===== config.mk =====
export PLATFORM = sky130hd
export DESIGN_NAME = multiplexer_n_to_1_registered
export DESIGN_NICKNAME = d
export VERILOG_FILES = /design/src/rtl/multiplexer_n_to_1_registered.sv
export SDC_FILE = /design/constraint.sdc
export NUM_CORES = 1
export LEC_CHECK = 0
export BUFFER_PORTS_ARGS = -buffer_cell sky130_fd_sc_hd__buf_4
export CAP_MARGIN = 30
export CORE_MARGIN = 4
export CORE_UTILIZATION = 39
export CTS_CLUSTER_DIAMETER = 60
export DETAILED_ROUTE_END_ITERATION = 7
export PLACE_DENSITY = 0.74
export SYNTH_ARGS = -nofsm -noshare
export SYNTH_HDL_FRONTEND = slang
export SYNTH_SLANG_ARGS = --single-unit

===== constraint.sdc =====
create_clock -name clk -period 1.5 [get_ports clk]
set_clock_uncertainty 0.05 [all_clocks]
set_input_delay 0.3 -clock clk [delete_from_list [all_inputs] [get_ports clk]]
set_output_delay 0.3 -clock clk [all_outputs]
set_load 0.02 [all_outputs]

===== src/rtl/multiplexer_n_to_1_registered.sv =====
// Registered N-to-1 multiplexer with valid/ready handshakes, direct-select and round-robin modes.
// Optional MUX_PARITY_EN adds a registered even-parity bit (out_parity) alongside out.
module multiplexer_n_to_1_registered #(
  parameter int CHANNELS   = 4,
  parameter int DATA_WIDTH = 8,
  parameter int SEL_WIDTH  = 2
) (
  input  logic                           clk,
  input  logic                           rst_n,
  input  logic                           mode,
  input  logic [SEL_WIDTH-1:0]           select_lines,
  input  logic [CHANNELS*DATA_WIDTH-1:0] input_lines,
  input  logic [CHANNELS-1:0]            input_valid,
  output logic [CHANNELS-1:0]            input_ready,
  output logic [DATA_WIDTH-1:0]          out,
  output logic                           out_valid,
  input  logic                           out_ready,
  output logic [SEL_WIDTH-1:0]           out_channel,
  output logic                           sel_error
`ifdef MUX_PARITY_EN
  ,
  output logic                           out_parity
`endif
);

  typedef enum logic {
    EMPTY = 1'b0,
    FULL  = 1'b1
  } state_t;

  state_t                state, state_next;
  logic [SEL_WIDTH-1:0]  rr_ptr, rr_next;
  logic [SEL_WIDTH-1:0]  grant_ch;
  logic                  grant;
  logic                  load;
  logic                  sel_bad;
  logic                  found;
  int                    idx;
  int                    nxt;
  logic [DATA_WIDTH-1:0] grant_data;

  assign out_valid  = (state == FULL);
  assign grant_data = input_lines[int'(grant_ch)*DATA_WIDTH +: DATA_WIDTH];

  // Arbitration: a grant is only issued when the output register can take a word.
  always_comb begin
    state_next  = state;
    rr_next     = rr_ptr;
    grant       = 1'b0;
    grant_ch    = '0;
    sel_bad     = 1'b0;
    found       = 1'b0;
    idx         = 0;
    nxt         = 0;
    input_ready = '0;
    load        = (state == EMPTY) || out_ready;

    if (rst_n && load) begin
      if (!mode) begin
        if (int'(select_lines) < CHANNELS) begin
          if (input_valid[select_lines]) begin
            grant    = 1'b1;
            grant_ch = select_lines;
          end
        end else begin
          sel_bad = 1'b1;
        end
      end else begin
        for (int i = 0; i < CHANNELS; i++) begin
          idx = int'(rr_ptr) + i;
          if (idx >= CHANNELS) idx = idx - CHANNELS;
          if (!found && input_valid[idx]) begin
            found    = 1'b1;
            grant_ch = SEL_WIDTH'(idx);
          end
        end
        if (found) begin
          grant = 1'b1;
          nxt   = int'(grant_ch) + 1;
          if (nxt >= CHANNELS) nxt = 0;
          rr_next = SEL_WIDTH'(nxt);
        end
      end
      state_next = grant ? FULL : EMPTY;
    end

    if (grant) input_ready[grant_ch] = 1'b1;
  end

  always_ff @(posedge clk) begin
    if (!rst_n) begin
      state       <= EMPTY;
      out         <= '0;
      out_channel <= '0;
      sel_error   <= 1'b0;
      rr_ptr      <= '0;
`ifdef MUX_PARITY_EN
      out_parity  <= 1'b0;
`endif
    end else begin
      state     <= state_next;
      sel_error <= sel_bad;
      rr_ptr    <= rr_next;
      if (grant) begin
        out         <= grant_data;
        out_channel <= grant_ch;
`ifdef MUX_PARITY_EN
        out_parity  <= ^grant_data;
`endif
      end
    end
  end

endmodule


==> results of run 1 <==
[power breakdown]
part | internal, uW | leakage [uW] | total (uW) | switching, uW
combinational | 355 | 0.000752 | 689 | 334
clock | 104 | 0.0000150 | 240 | 136
sequential | 388 | 0.000109 | 414 | 26.1
total | 847 | 0.000876 | 1340 | 496
[metal layers]
layer  wire (um)  vias up  track usage
met1        1712      679       0.2632
met5           0        -            0
met3         343       18      0.03922
met4         146        0      0.08414
met2        2336       74       0.3900
li1            -      670            -
[final timing paths]
path | from | end | slack (ps) | cells past startpoint
worst max-delay path | rr_ptr[0] | input_ready[2] | -620 | 7
worst min-delay path | input_lines[24] | out[0] | 220 | 3
worst max register to register | rr_ptr[0] | out[3] | -570 | 9
worst min register to register | out_channel[0] | out_channel[0] | 440 | 2
[worst register-to-register path, stage by stage (launching register included)]
cell	delay, ps
dfxtp_4	370
nand2b_1	180
a21o_1	210
a41oi_2	230
buf_4	150
nand2b_4	150
bufbuf_16	280
buf_4	130
a21oi_2	70
a211oi_2	210
[kinds of logic after synthesis]
| family | synth area share |
|---|---|
| compound gates | 0.4230 |
| buf+inv | 0.05623 |
| flops | 0.2543 |
| mux | 0.04034 |
| other cells | 0.003664 |
| simple gates | 0.2225 |
[through the flow]
stage | total power (uW) | instance area [um^2] | instances | util | setup TNS [ps]
after floorplan | 701.6 | 1080 | 132 | - | -1359
after global placement | 958.2 | 1702 | 239 | 0.6807 | -4147
after detailed placement | 974.5 | 1702 | 239 | 0.6807 | -4937
after CTS | 1262 | 1862 | 251 | 0.7447 | -5820
after global routing | 1396 | 2004 | 259 | 0.8018 | -7769
final | 1343 | 2004 | 259 | 0.8018 | -6644
[synth_stat cells (2+ instances only)]
cell type / number / area, um^2
a21oi_2: 8 / 70.07
nor2_1: 16 / 60.06
nand2_1: 21 / 78.83
mux2i_1: 3 / 30.03
a211oi_1: 8 / 60.06
a21oi_1: 13 / 65.06
inv_1: 2 / 7.510
o21ai_0: 4 / 20.02
a211oi_2: 8 / 100.1
clkbuf_1: 2 / 7.510
nor2b_1: 2 / 12.51
buf_4: 3 / 22.52
dfxtp_1: 13 / 260.3
o21ai_2: 2 / 17.52
nand2b_1: 4 / 25.02
a21boi_0: 3 / 22.52
o21a_1: 3 / 22.52
[sequential cells by signal (all words and copies together), names as in the netlist]
signal	count
out_valid	1
out	8
out_channel	2
rr_ptr	2
[layout make-up]
| type | count | area [um^2] | area share |
|---|---|---|---|
| clock buffer | 4 | 26.28 | 0.01311 |
| inverter | 2 | 7.507 | 0.003745 |
| multi-input combinational | 110 | 849.6 | 0.4238 |
| sequential | 13 | 265.3 | 0.1323 |
| tap | 30 | 37.54 | 0.01873 |
| timing repair buffer | 100 | 818.3 | 0.4082 |
[timing repair]
action | 4_1_cts | 5_1_grt
gates cloned | 1 | 0
resized for setup | 12 | 19
buffers inserted | 7 | 8
pin swaps | 9 | 7
endpoints found under the setup margin | 14 | 14
==> impl_metrics.toml, run 1 <==
[drt]
detail_route.iter0.violations = 86
route.detailed.drc = 0
routed-via-count = 1441
routed_wire_length_per_instance_um = 17.53
route.antenna.remaining_nets = 0
drt_pass1_iterations = 4
drt_wl_total_mm = 4.539
vias_per_cell = 5.564

[synthesis]
synthesis.area_per_instance_um2 = 7.754
synth_fp_nets = 174
synthesized_cell_area_um2 = 1023
post_synth_arst_share = 0
ys_warn_count = 0
synth_cells = 132
ys_types = 34
synth-seq-cells = 13
synth_edf_count = 0
proportion_of_synthesized_chip_area_in_sequential_cells = 0.2543
synthFlopType = "dfxtp_1"

[placement]
routabilityCongestion = 0.8611
dp.final_hpwl_mm = 2.878
input_output_buffers = 56
post-place-ws_ps = -422.0

[floorplan]
die_width_um = 59.23
std_cell_rows = 18
initial_utilization = 0.4094
dieHeight_um = 59.23
die_area_um2 = 3508
core_box_area_um2 = 2500
io_pins = 58

[finish]
antennaDiodeCount = 0
layout-drive-gt1-share = 0.6376
area_grow_syn2layout_pct = 95.84
mostFrequentLayoutCell = "buf_4"
commonest_cells_after_routing_fill_and_taps_aside = "buf_4 (91), nand2_1 (21), a211oi_2 (14), a21oi_1 (13), dfxtp_1 (11)"
nets = 272
n_fill_cell = 149

[cts]
root_buffer = "clkbuf_4"
numCtsBuffers = 3
h_tree_levels = 1
clk-insertion-delay-late_ps = 300
hold_buffers = 0
cts_tree = "built"
path_clk_slew_ps = 80
cts.path.max_buffers = 2
clkSinkCount = 13

[global_route]
first_global_vias = 1410
overall_global_routing_usage = 0.2213
grt_start_max_net_pins = 10
grt_first_pass_wirelength_mm = 5.982
antenna_found_initial = 0
global_route.overflow_total = 0

[sta]
report.final.slew_viol_count = 0
layout_worst_path_cycle_share = 1.414
final-setup-viol-count = 14
min_tclk_post_route_ps = 2120
postLayoutSetupSlackWorst_ps = -620.3
actual_transition_at_the_worst_max_transition_pin_ps = 671.2
maxSlewHeadroom = 0.5509
holdWs_ps = 215.9
rsz0062_at_grt = "true"
achievable-frequency_mhz = 471.6
hold_viol_final = 0

[power_and_ir_drop]
power_per_cell_area_nw_per_um2 = 669.9
leakage_uw = 0.0008758
ir_drop_mv = 0.6696

[critical_path]
worst_ep_arrival_time_ps = 1770
critPathSlowestCell = "dfxtp_4"
crit_chain = "and2b_4 -> a311oi_4 -> o31ai_2 -> nand2_1 -> buf_12 -> nor2_4 -> buf_6"
endpoint_required_time_on_the_critical_path_ps = 1150
crit_fanout = 5
critPathCaptureType = "primary output"
delay_of_the_slowest_critical_path_stage_ps = 370
class_of_the_most_critical_setup_path = "reg -> out"
critical_path_start_type = "register"
critPathTopFamily = "simple AND/OR/NAND/NOR gates"
worstPathBufferInverterCount = 2

[hold_path]
hold_path.class = "in -> reg"

[job]
maxCapViolCount = 0

[run_status]
failing_checks = "setup timing"
run_status = "finished, violations left"
No activity file was read; power rests on OpenSTA's default activity.
==> inputs of run 2 (changes only) <==
--- a/config.mk
+++ b/config.mk
@@ -11,7 +11,9 @@
 export CORE_UTILIZATION = 39
 export CTS_CLUSTER_DIAMETER = 60
 export DETAILED_ROUTE_END_ITERATION = 7
+export MAX_ROUTING_LAYER = met4
 export PLACE_DENSITY = 0.74
+export REMOVE_ABC_BUFFERS = 1
 export SYNTH_ARGS = -nofsm -noshare
 export SYNTH_HDL_FRONTEND = slang
 export SYNTH_SLANG_ARGS = --single-unit
==> run 2 against run 1 <==
  * The run still ends with setup timing left
  * Total power shrank 7.0%
  * Critical path depth down 1
  * Global-route usage is 1.7 points higher
  * Routed wire length fell by 16%
  * Cell count down 5.0%
  * Register-to-register slack improved by 130 ps
  * Core utilization fell by 6.7 points
  * Sequential share of layout area grew 1.1 points
  * First-iteration DRC count fell by 23%
  * Worst hold slack better by 18 ps
  * Flip-flop and latch count unchanged
  * Combinational power shrank 12%
==> impl_metrics.toml, run 2 (synthesis gave the netlist of run 1 again) <==
[cts]
root_buffer = "clkbuf_4"
clkSinkCount = 13
h_tree_levels = 1
hold_buffers = 0
cts.path.max_buffers = 2
numCtsBuffers = 3
cts_tree = "built"
path_clk_slew_ps = 90
clk-insertion-delay-late_ps = 280

[finish]
largest_register = "out"
fin_cells = 246
n_fill_cell = 181
antennaDiodeCount = 0
largestRegisters = "out x8, out_channel x2, rr_ptr x2"
area_grow_syn2layout_pct = 79.58
fin_util = 0.7352
largest_register_ff_count = 8
nets = 259
commonest_cells_after_routing_fill_and_taps_aside = "buf_4 (82), nand2_1 (20), a211oi_2 (15), a21oi_1 (13), nor2_1 (13)"
mostFrequentLayoutCell = "buf_4"
layout-drive-gt1-share = 0.6157

[sta]
report.final.slew_viol_count = 0
actual_transition_at_the_worst_max_transition_pin_ps = 623.4
rsz0062_at_grt = "true"
achievable-frequency_mhz = 493.2
postLayoutSetupSlackWorst_ps = -527.5
hold_viol_final = 0
min_tclk_post_route_ps = 2027
holdWs_ps = 234.1
final-setup-viol-count = 13
layout_worst_path_cycle_share = 1.352
maxSlewHeadroom = 0.5828

[critical_path]
class_of_the_most_critical_setup_path = "reg -> out"
worstPathBufferInverterCount = 1
crit_fanout = 4
critPathTopFamily = "simple AND/OR/NAND/NOR gates"
endpoint_required_time_on_the_critical_path_ps = 1150
critical_path_start_type = "register"
delay_of_the_slowest_critical_path_stage_ps = 350
worst_ep_arrival_time_ps = 1680
crit_chain = "and2b_4 -> a311oi_4 -> o31ai_4 -> nand2_2 -> nor2_2 -> buf_6"
critPathSlowestCell = "dfxtp_2"
critPathCaptureType = "primary output"

[run_status]
failing_checks = "setup timing"
run_status = "finished, violations left"

[power_and_ir_drop]
seq_power_share = 0.334
ir_drop_mv = 0.5120
internal_power_uw = 788.8
share_clk_of_total_power = 0.183
leakage_uw = 0.0007999
power_per_cell_area_nw_per_um2 = 679.1
power_switching_share = 0.3681
pwr-share-comb = 0.483
power_switching_uw = 459.4

[floorplan]
core_box_area_um2 = 2500
initial_utilization = 0.4094
die_width_um = 59.23
io_pins = 58
std_cell_rows = 18
dieHeight_um = 59.23
die_area_um2 = 3508

[drt]
drt_pass1_iterations = 4
routed_wire_length_per_instance_um = 15.49
route.antenna.remaining_nets = 0
vias_per_cell = 5.606
route.detailed.drc = 0
drt_wl_total_mm = 3.811
detail_route.iter0.violations = 66
routed-via-count = 1379

[global_route]
antenna_found_initial = 0
overall_global_routing_usage = 0.2384
first_global_vias = 1442
global_route.overflow_total = 0
grt_start_max_net_pins = 9
grt_first_pass_wirelength_mm = 6.244

[placement]
placed_cells = 236
input_output_buffers = 56
dp.final_hpwl_mm = 2.799
routabilityCongestion = 0.8283

[hold_path]
hold_path.class = "in -> reg"

[job]
maxCapViolCount = 0
## run 2: power groups by stage
stage          Sequential [uW]  Combinational [uW]  Clock, uW
2_1_floorplan              465                 197          0
3_3_place_gp               419                 505          0
3_5_place_dp               421                 517          0
4_1_cts                    415                 572        232
5_1_grt                    421                 645        245
6_report                   417                 603        228
## run 2: layout make-up
class / count / area, um^2 / area share
Multi-Input combinational cell: 110 / 827.0 / 0.4500
Timing Repair Buffer: 87 / 675.6 / 0.3676
Sequential cell: 13 / 262.8 / 0.1430
Tap cell: 30 / 37.54 / 0.02042
Clock buffer: 3 / 22.52 / 0.01225
Inverter: 2 / 7.507 / 0.004084
Clock inverter: 1 / 5.005 / 0.002723
## run 2: timing repair
action	in CTS	in global routing
pin swaps	8	8
resized for setup	21	14
setup buffers	5	1
setup endpoints to repair	14	16
## run 2: final timing paths
path                        start              to  slack (ps)  depth (start not counted)
hold reg to reg    out_channel[1]  out_channel[1]         460                          2
setup / recovery        rr_ptr[0]  input_ready[3]        -530                          6
setup reg to reg        rr_ptr[0]          out[5]        -440                          9
hold / removal    input_lines[30]          out[6]         230                          3
## run 2: metrics by stage
stage / instance area (um^2) / power (uW) / setup WS [ps] / setup TNS (ps)
2_1_floorplan: 973.4 / 662.4 / -769.2 / -7684
3_3_place_gp: 1619 / 923.9 / -387.3 / -4660
3_5_place_dp: 1619 / 938.5 / -474.5 / -5535
4_1_cts: 1768 / 1219 / -507.3 / -4395
5_1_grt: 1838 / 1310 / -598.5 / -6565
6_report: 1838 / 1248 / -527.5 / -5664
## run 2: worst reg2reg max path, cell delays in order (launching register included)
cell and delay [ps]:
dfxtp_2 350, and2b_4 280, a311oi_4 50, o31ai_4 300, nand2_2 140, buf_4 160
buf_4 120, buf_4 150, a21oi_2 130, a211oi_2 80
## run 2: per-layer routing
metal / track usage / wire length (um) / vias up
met1: 0.2530 / 1414 / 652
met2: 0.4415 / 2069 / 74
met3: 0.02397 / 265 / 8
li1: - / - / 645
met5: - / 0 / -
met4: 0.1003 / 61 / 0
